`src/rtl/vga_timing_monitor.sv`:
```
// Receive-side checker for a VGA hsync/vsync pair: measures line/frame
// timing, runs a lock state machine and counts timing faults.
module vga_timing_monitor #(
  parameter bit SYNC_ACTIVE_LOW = 1'b1,
  parameter int H_PERIOD_EXP    = 3200,
  parameter int H_TOL           = 4,
  parameter int V_LINES_EXP     = 525,
  parameter int LOCK_FRAMES     = 2
) (
  input  logic        clk,
  input  logic        rst,
  input  logic        hSync,
  input  logic        vSync,
  output logic [12:0] h_period,
  output logic [12:0] h_sync_width,
  output logic [9:0]  v_lines,
  output logic [9:0]  v_sync_lines,
  output logic        locked,
  output logic        frame_tick,
  output logic [7:0]  err_count
);

  typedef enum logic [1:0] {
    SEARCH  = 2'd0,
    ACQUIRE = 2'd1,
    LOCKED  = 2'd2
  } state_t;

  localparam logic [12:0] H_EXP = 13'(H_PERIOD_EXP);
  localparam logic [12:0] H_TO  = 13'(2 * H_PERIOD_EXP);
  localparam logic [12:0] H_TL  = 13'(H_TOL);
  localparam logic [9:0]  V_EXP = 10'(V_LINES_EXP);
  localparam logic [3:0]  LK    = 4'(LOCK_FRAMES);

  state_t      r_state, w_state_n;
  logic [3:0]  r_good, w_good_n;
  logic        r_hs, r_hs_d, r_vs, r_vs_d;
  logic [12:0] r_hcnt, r_wcnt;
  logic [9:0]  r_vcnt, r_vscnt;
  logic        r_first, r_line_err;
  logic        w_hlead, w_htrail, w_vlead, w_vtrail;
  logic [12:0] w_hdiff;
  logic        w_hbad, w_timeout, w_frame_good;
  logic        w_err_inc, w_tick, w_to_search;

  assign w_hlead  = r_hs & ~r_hs_d;
  assign w_htrail = ~r_hs & r_hs_d;
  assign w_vlead  = r_vs & ~r_vs_d;
  assign w_vtrail = ~r_vs & r_vs_d;

  // r_hcnt holds the cycles elapsed since the last leading edge
  assign w_hdiff = (r_hcnt >= H_EXP) ? r_hcnt - H_EXP
                                     : H_EXP - r_hcnt;
  assign w_hbad       = w_hdiff > H_TL;
  assign w_timeout    = ~w_hlead & (r_hcnt == H_TO);
  assign w_frame_good = (r_vcnt == V_EXP) & ~r_line_err;
  assign w_to_search  = (w_state_n == SEARCH) & (r_state != SEARCH);
  assign locked       = (r_state == LOCKED);

  always_comb begin
    w_state_n = r_state;
    w_good_n  = r_good;
    w_err_inc = 1'b0;
    w_tick    = 1'b0;
    if (w_timeout) begin
      w_state_n = SEARCH;
      w_good_n  = 4'd0;
      w_err_inc = (r_state == LOCKED);
    end else if (w_vlead) begin
      unique case (1'b1)
        (r_state == SEARCH): begin
          w_state_n = ACQUIRE;
          w_good_n  = 4'd0;
        end
        (r_state == ACQUIRE): begin
          if (!w_frame_good) begin
            w_good_n = 4'd0;
          end else if (r_good + 4'd1 >= LK) begin
            w_state_n = LOCKED;
            w_good_n  = 4'd0;
          end else begin
            w_good_n = r_good + 4'd1;
          end
        end
        (r_state == LOCKED): begin
          if (w_frame_good) begin
            w_tick = 1'b1;
          end else begin
            w_state_n = SEARCH;
            w_err_inc = 1'b1;
          end
        end
        default: begin
          w_state_n = SEARCH;
          w_good_n  = 4'd0;
        end
      endcase
    end
  end

  always_ff @(posedge clk or posedge rst) begin
    if (rst) begin
      r_state <= SEARCH;
      r_good  <= 4'd0;
    end else begin
      r_state <= w_state_n;
      r_good  <= w_good_n;
    end
  end

  always_ff @(posedge clk or posedge rst) begin
    if (rst) begin
      r_hs         <= 1'b0;
      r_hs_d       <= 1'b0;
      r_vs         <= 1'b0;
      r_vs_d       <= 1'b0;
      r_hcnt       <= 13'd0;
      r_wcnt       <= 13'd0;
      r_vcnt       <= 10'd0;
      r_vscnt      <= 10'd0;
      r_first      <= 1'b0;
      r_line_err   <= 1'b0;
      h_period     <= 13'd0;
      h_sync_width <= 13'd0;
      v_lines      <= 10'd0;
      v_sync_lines <= 10'd0;
      frame_tick   <= 1'b0;
      err_count    <= 8'd0;
    end else begin
      r_hs       <= hSync ^ SYNC_ACTIVE_LOW;
      r_hs_d     <= r_hs;
      r_vs       <= vSync ^ SYNC_ACTIVE_LOW;
      r_vs_d     <= r_vs;
      frame_tick <= w_tick;

      if (w_hlead)
        r_hcnt <= 13'd1;
      else if (r_hcnt != '1)
        r_hcnt <= r_hcnt + 13'd1;
      if (w_hlead & r_first)
        h_period <= r_hcnt;

      if (w_hlead)
        r_wcnt <= 13'd1;
      else if (r_hs && r_wcnt != '1)
        r_wcnt <= r_wcnt + 13'd1;
      if (w_htrail)
        h_sync_width <= r_wcnt;

      if (w_hlead)
        r_first <= 1'b1;
      else if (w_timeout | w_to_search)
        r_first <= 1'b0;

      // a line coincident with vsync belongs to the new frame
      r_line_err <= (r_line_err & ~w_vlead)
                  | (w_hlead & r_first & w_hbad);

      if (w_vlead)
        v_lines <= r_vcnt;
      if (w_timeout)
        r_vcnt <= 10'd0;
      else if (w_vlead)
        r_vcnt <= {9'd0, w_hlead};
      else if (w_hlead && r_vcnt != '1)
        r_vcnt <= r_vcnt + 10'd1;

      if (w_vtrail)
        v_sync_lines <= r_vscnt;
      if (w_vlead)
        r_vscnt <= {9'd0, w_hlead};
      else if (r_vs && w_hlead && r_vscnt != '1)
        r_vscnt <= r_vscnt + 10'd1;

      if (w_err_inc && err_count != 8'hFF)
        err_count <= err_count + 8'd1;
    end
  end

endmodule
```
`config.mk`:
```
export PLATFORM = sky130hd
export DESIGN_NAME = vga_timing_monitor
export DESIGN_NICKNAME = d
export VERILOG_FILES = /design/src/rtl/vga_timing_monitor.sv
export SDC_FILE = /design/constraint.sdc
export NUM_CORES = 1
export LEC_CHECK = 0
export ABC_AREA = 0
export BUFFER_PORTS_ARGS = -buffer_cell sky130_fd_sc_hd__buf_2
export CAP_MARGIN = 20
export CORE_ASPECT_RATIO = 1.2
export CORE_UTILIZATION = 55
export CTS_BUF_LIST = sky130_fd_sc_hd__clkbuf_8
export DETAILED_ROUTE_END_ITERATION = 12
export PLACE_DENSITY = 0.78
export SLEW_MARGIN = 20
export SYNTH_ARGS = -nofsm -noshare
export SYNTH_HDL_FRONTEND = slang
export SYNTH_SLANG_ARGS = --single-unit
```
`constraint.sdc`:
```
create_clock -name clk -period 3.6 [get_ports clk]
set_input_delay 0.72 -clock clk [delete_from_list [all_inputs] [get_ports clk]]
set_output_delay 0.72 -clock clk [all_outputs]
set_load 0.03 [all_outputs]
```
== Word-level counts from Yosys, hierarchy flattened ==
Cells that the tools add are included.

* Bits in registers: 113
* Word-level logic and storage cells: 106
* Output and inout port bits: 56
* Input port bits: 4

* Order comparisons: 3
* Multiplexer cells: 31
* Equality and inequality tests: 10
* Bitwise logic cells: 21
* $add $sub $neg: 8
* Reductions and logical operators: 15

{| class="wikitable"
|+ Operators by type and width
! operator !! number
|-
| $mux W13 || 5
|-
| $mux W10 || 5
|-
| $add A13 B1 Y13 const B || 2
|-
| $ne A13 B13 Y1 const B || 2
|-
| $add A10 B1 Y10 const B || 2
|-
| $ne A10 B10 Y1 const B || 2
|-
| $mux W4 || 4
|-
| $eq A13 B13 Y1 const B || 1
|-
| $ge A13 B12 Y1 const B || 1
|-
| $gt A13 B3 Y1 const B || 1
|-
| $sub A12 B13 Y13 const A || 1
|-
| $sub A13 B12 Y13 const B || 1
|-
| $reduce_bool A2 Y1 || 6
|-
| $and A1 B1 Y1 || 10
|-
| $eq A10 B10 Y1 const B || 1
|-
| $mux W1 || 10
|-
| $mux W2 || 5
|-
| $not A1 Y1 || 9
|-
| $add A8 B1 Y8 const B || 1
|-
| $ne A8 B8 Y1 const B || 1
|-
| $pmux W4 S2 || 1
|-
| $pmux W2 S3 || 1
|-
| $logic_and A1 B1 Y1 || 5
|-
| $add A4 B1 Y4 const B || 1
|-
| 8 further kinds || 10
|}

== Logic depth before layout (Yosys ltp) ==
* Depth in word-level cells: 12
* Gate-level depth with buffers: 9
* Gate-level depth less buffers: 8

== Least setup slack after synthesis ==
No wires, ideal clock.

* Kind: register -> register
* From: reg r_hcnt[7]
* To: reg r_line_err
* Stages on the path, launching flop included: 10
* Slack: 1.216 ns
* Path buffers: 1
* Required time: 3.460 ns
* Library setup time: 0.140 ns
* Arrival time: 2.244 ns
* Period minus slack after synthesis: 2.384 ns
* Cells stage by stage: dfrtp_1 clkbuf_1 inv_1 ha_1 nand2b_1 a21o_1 a21oi_1 or4b_1 a211oi_1 a41oi_1

* Cells in the longest elaborated chain, start to end: 5
* Elaborated cells between the ends (all ways): 7
* Those cells by class: add/sub: 2; order compare: 2; mux: 1; bitwise: 2

{| class="wikitable"
|+ Ends and longest elaborated chain
! item !! RTL line !! RTL
|-
| start, declared || 38 || <nowiki>logic [12:0] r_hcnt, r_wcnt;</nowiki>
|-
| start signal, assigned || 139 || <nowiki>r_hcnt <= r_hcnt + 13'd1;</nowiki>
|-
| $sub A12 B13 Y13, or another cell as far along || 53 || <nowiki>: H_EXP - r_hcnt;</nowiki>
|-
| $mux W13 * || 52 || <nowiki>assign w_hdiff = (r_hcnt >= H_EXP) ? r_hcnt - H_EXP</nowiki>
|-
| $gt A13 B3 Y1 * || 54 || <nowiki>assign w_hbad = w_hdiff > H_TL;</nowiki>
|-
| $and A1 B1 Y1 * || 157 || <nowiki>| (w_hlead & r_first & w_hbad);</nowiki>
|-
| $or A1 B1 Y1 * || 157 ||
|-
| end signal, assigned || 156 || <nowiki>r_line_err <= (r_line_err & ~w_vlead)</nowiki>
|-
| end, declared || 40 || <nowiki>logic r_first, r_line_err;</nowiki>
|}

Every way passes the cells marked *; elsewhere a longest branch is shown, timed or not.
A chain may end at the register's enable or synchronous reset.

== Worst setup path after layout ==
Same ends and word-level chain as after synthesis.

==> summary.md <==
| Metric | Value |
|---|---|
| Top-Level Pins | `60` |
| Fin crit share | `72.22%` |
| DRT antenna net count | `0` |
| FF-to-FF path depth | `8` |
| Site row count | `39` |
| Critical-path top delay cell | `dfrtp_1` |
| Met3 WL | `429 um` |
| Height of the die | `111.5 um` |
| Setup TNS | `0 ps` |
| Layout Cells excl Fill | `728` |
| Buf+Inv Stages, Crit Path | `1` |
| Layout area overhead | `15.30%` |
| Post-DR wirelength/cell | `15.57 um` |
| First-pass GRT wire length | `19300 um` |
| Peak supply drop | `0.0003007 V` |
| Metal2 WL | `5668 um` |
| Antenna cells | `0` |
| Clk_lat worst skew | `430 ps` |
| Postcts setup bufs | `0` |
| Final hold violation count | `0` |
| Highest net fanout along the worst path | `12` |
| Slew headroom | `40.41%` |
| Ys async rst share | `100.0%` |
| Data arrival time of the worst path | `2890 ps` |
| Synth Register Bits | `113` |
| Routed vias/inst | `5.720` |
| CP peak stage delay | `570 ps` |
| Synth cell types | `57` |
| DR pass1 iterations | `4` |
| Register area share after synthesis | `51.46%` |
| Avg Synthesized Cell Area | `10.31 um2` |
| Post-detail-place hpwl | `7521 um` |
| Worst min path class | `in -> async` |
| Syn_nets | `550` |
| Max layer used | `met4` |
| Num CTS Buffers | `17` |
| DRC viols | `0` |
| Slew @ Worst Pin | `891.9 ps` |
| Die width | `93.25 um` |
| Final Net Count | `609` |
| Final setup violation count | `0` |
| CTS root buf | `clkbuf_8` |
| Synth Instances | `533` |
| Metal1 wirelength | `5009 um` |
| Post-Place Cells | `696` |
| DR iter-0 viols | `180` |
| Reg-to-Reg End | `r_line_err$_DFF_PP0_` |
| Complex-gate fraction of the synthesized area | `8.379%` |
| Leakage Power | `3.043 nW` |
| RSZ-0062 raised after global routing | `no` |
| Cts hold-fix bufs | `0` |
| Clock Skew | `6.631 ps` |
| Largest family of logic cells by synthesized area | `simple AND/OR/NAND/NOR gates` |
| Largest net degree at the start of global routing | `76` |
| Final count of pins violating max slew | `0` |
| Mapped Area | `5495 um2` |
| Required time worst endpoint | `3890 ps` |
| Crit path launch type | `flip-flop` |
| Starting Density | `57.17%` |
| GRT overflow | `0` |
| Max-cap violations | `0` |
| Top achievable clock speed | `384.6 MHz` |
| Post-Synth Simple-Gate Area | `20.97%` |
| Synth Area in Adders | `2.960%` |
| Buffers on Ports | `59` |
| Die Area | `10400 um2` |
| R2r setup slk | `1000 ps` |
| Clock sink count | `113` |
| Status | `finished clean` |
| RePlAce Congestion | `0.9384` |
| Tot GR Track Use | `23.71%` |
| Detailed-route via count | `4164` |
| Vias in the first global route | `4056` |
| Crit end category | `flip-flop` |
| Clk slew on worst S/H paths | `60 ps` |
| Crit path max-delay family | `compound AO/OA/AOI/OAI gates` |
| Antenna violations before repair | `0` |
| Core area | `9613 um2` |
| Layout cells sized above 1 | `22.64%` |
| CTS tree | `done` |
| Primary FF master, synth | `dfrtp_1` |
| Clk buf depth | `2` |
| H-tree levels | `4` |
| Post-synthesis xor/xnor area fraction | `6.535%` |
| Reg-to-reg startpoint | `r_hcnt[7]$_DFFE_PP0P_` |
| CP Cell Sequence | `inv_1 > ha_1 > nand2b_1 > a21o_1 > a21oi_1 > or4b_1 > a211oi_1 > a41oi_1` |
| Period minus WS final | `2600 ps` |
| Post-synth EDFFs | `0` |
| PwrDens | `507.5 nW/um2` |
| WL final | `11330 um` |
| Cts repair resizes | `0` |
| Setup CP Type | `reg -> reg` |
| Synth warn | `0` |
| Mux cell area share after synthesis | `6.740%` |
==> Yosys cell counts, drive strengths merged (3+ instances only) <==
library cell / n / share of area [%]
inv: 17 / 1.2
and4: 6 / 0.96
nand4: 18 / 2.0
xnor2: 24 / 3.8
o21ai: 19 / 1.7
nand2b: 7 / 0.80
and2: 6 / 0.68
clkbuf: 16 / 1.1
nand3b: 3 / 0.41
nor3: 14 / 1.3
or3: 6 / 0.68
ha: 13 / 3.0
nor4: 7 / 1.3
a41oi: 3 / 0.61
nor3b: 3 / 0.61
and3: 8 / 0.91
xor2: 17 / 2.7
buf: 7 / 0.71
nand3: 19 / 2.0
dfrtp: 113 / 51
a31oi: 3 / 0.34
nor2b: 5 / 0.57
a211oi: 5 / 0.68
mux2: 32 / 6.6
nor2: 49 / 3.3
nand2: 66 / 4.5
a21oi: 21 / 1.9
==> cells by family (layout without fill, tap and decap cells) <==
logic type	Yosys count	in the layout
AND/OR/NAND/NOR	223	223
flip-flops	113	113
AO/OA/AOI/OAI	70	70
XOR/XNOR	41	41
buffers and inverters	40	112
multiplexers	33	33
adder cells (fa/ha/maj)	13	13
==> worst max-delay path by stage <==
stage | startpoint | to | slack [ps] | cells after the start
after floorplan | r_hcnt[7]$_DFFE_PP0P_ | r_line_err$_DFF_PP0_ | 1220 | 9
after global placement | r_hcnt[7]$_DFFE_PP0P_ | r_line_err$_DFF_PP0_ | 1060 | 8
after detailed placement | r_hcnt[0]$_DFFE_PP0P_ | err_count[4]$_DFFE_PP0P_ | 1040 | 8
after CTS | r_hcnt[0]$_DFFE_PP0P_ | err_count[7]$_DFFE_PP0P_ | 1020 | 8
after global routing | r_hcnt[0]$_DFFE_PP0P_ | err_count[7]$_DFFE_PP0P_ | 780 | 8
final | r_hcnt[7]$_DFFE_PP0P_ | r_line_err$_DFF_PP0_ | 1000 | 8
==> layout by cell type (no fill, tap or decap), types with 3 or more instances in the layout <==
cell,synthesis,routed
nand3_1,18,18
nand3b_1,3,3
or3_1,6,6
nor3_1,14,14
clkinv_2,0,4
mux2_2,32,32
xor2_1,17,17
inv_1,17,18
dfrtp_1,113,113
and4_1,6,6
o21ai_0,19,19
a211oi_1,5,5
a21oi_1,21,21
nand2_1,66,66
and3_1,8,8
buf_4,0,3
bufinv_16,0,4
nor4_1,4,4
ha_1,13,13
xnor2_1,24,24
clkbuf_8,0,20
buf_2,4,59
nand2b_1,7,7
and2_1,5,5
nor2b_1,5,3
a31oi_1,3,3
nor2_1,49,49
nand4_1,18,18
==> layout make-up <==
cell class                      count  area, um2
Sequential cell                   113       2828
Clock buffer                       20      275.3
Inverter                           17      67.56
Tap cell                          123      153.9
Multi-Input combinational cell    380       2510
Fill cell                         727       3277
Clock inverter                     12      163.9
Timing Repair Buffer               63      337.8
==> registers in the layout, indices dropped and copies added (netlist names), 2 cells and up <==
signal / count
err_count: 8
h_period: 13
h_sync_width: 13
r_good: 4
r_hcnt: 13
r_state: 2
r_vcnt: 10
r_vscnt: 10
r_wcnt: 13
v_lines: 10
v_sync_lines: 10
==> metal layers <==
layer / GRT usage [%] / vias to the layer above
li1: - / 1987
met1: 30.54 / 2062
met2: 38.38 / 94
met3: 5.533 / 21
met4: 9.949 / 0
met5: 0 / -
==> where the power goes <==
part	internal, mW	switching [mW]	total, mW
clock network	0.801	0.510	1.31
registers	1.35	0.113	1.46
logic	0.160	0.280	0.440
total	2.31	0.903	3.22
==> through the flow <==
stage               cell area [um2]  utilization (%)  hold WS (ps)  total power, mW  worst slack [ps]
finish                         6336            65.91         380.6            3.216              1000
detailed placement             5894            61.32         453.6            1.923              1043
floorplan                      5499                -         361.8            1.809              1216
CTS                            6334            65.89         402.4            3.243              1023
global placement               5894            61.32         434.1            1.912              1064
global route                   6336            65.91         415.6            3.358             778.6
==> tightest hold or removal path, cell delays in order <==
cell,delay (ps)
buf_2,110
clkinvlp_4,80
buf_12,310
Power figures use the tool's default switching activity.
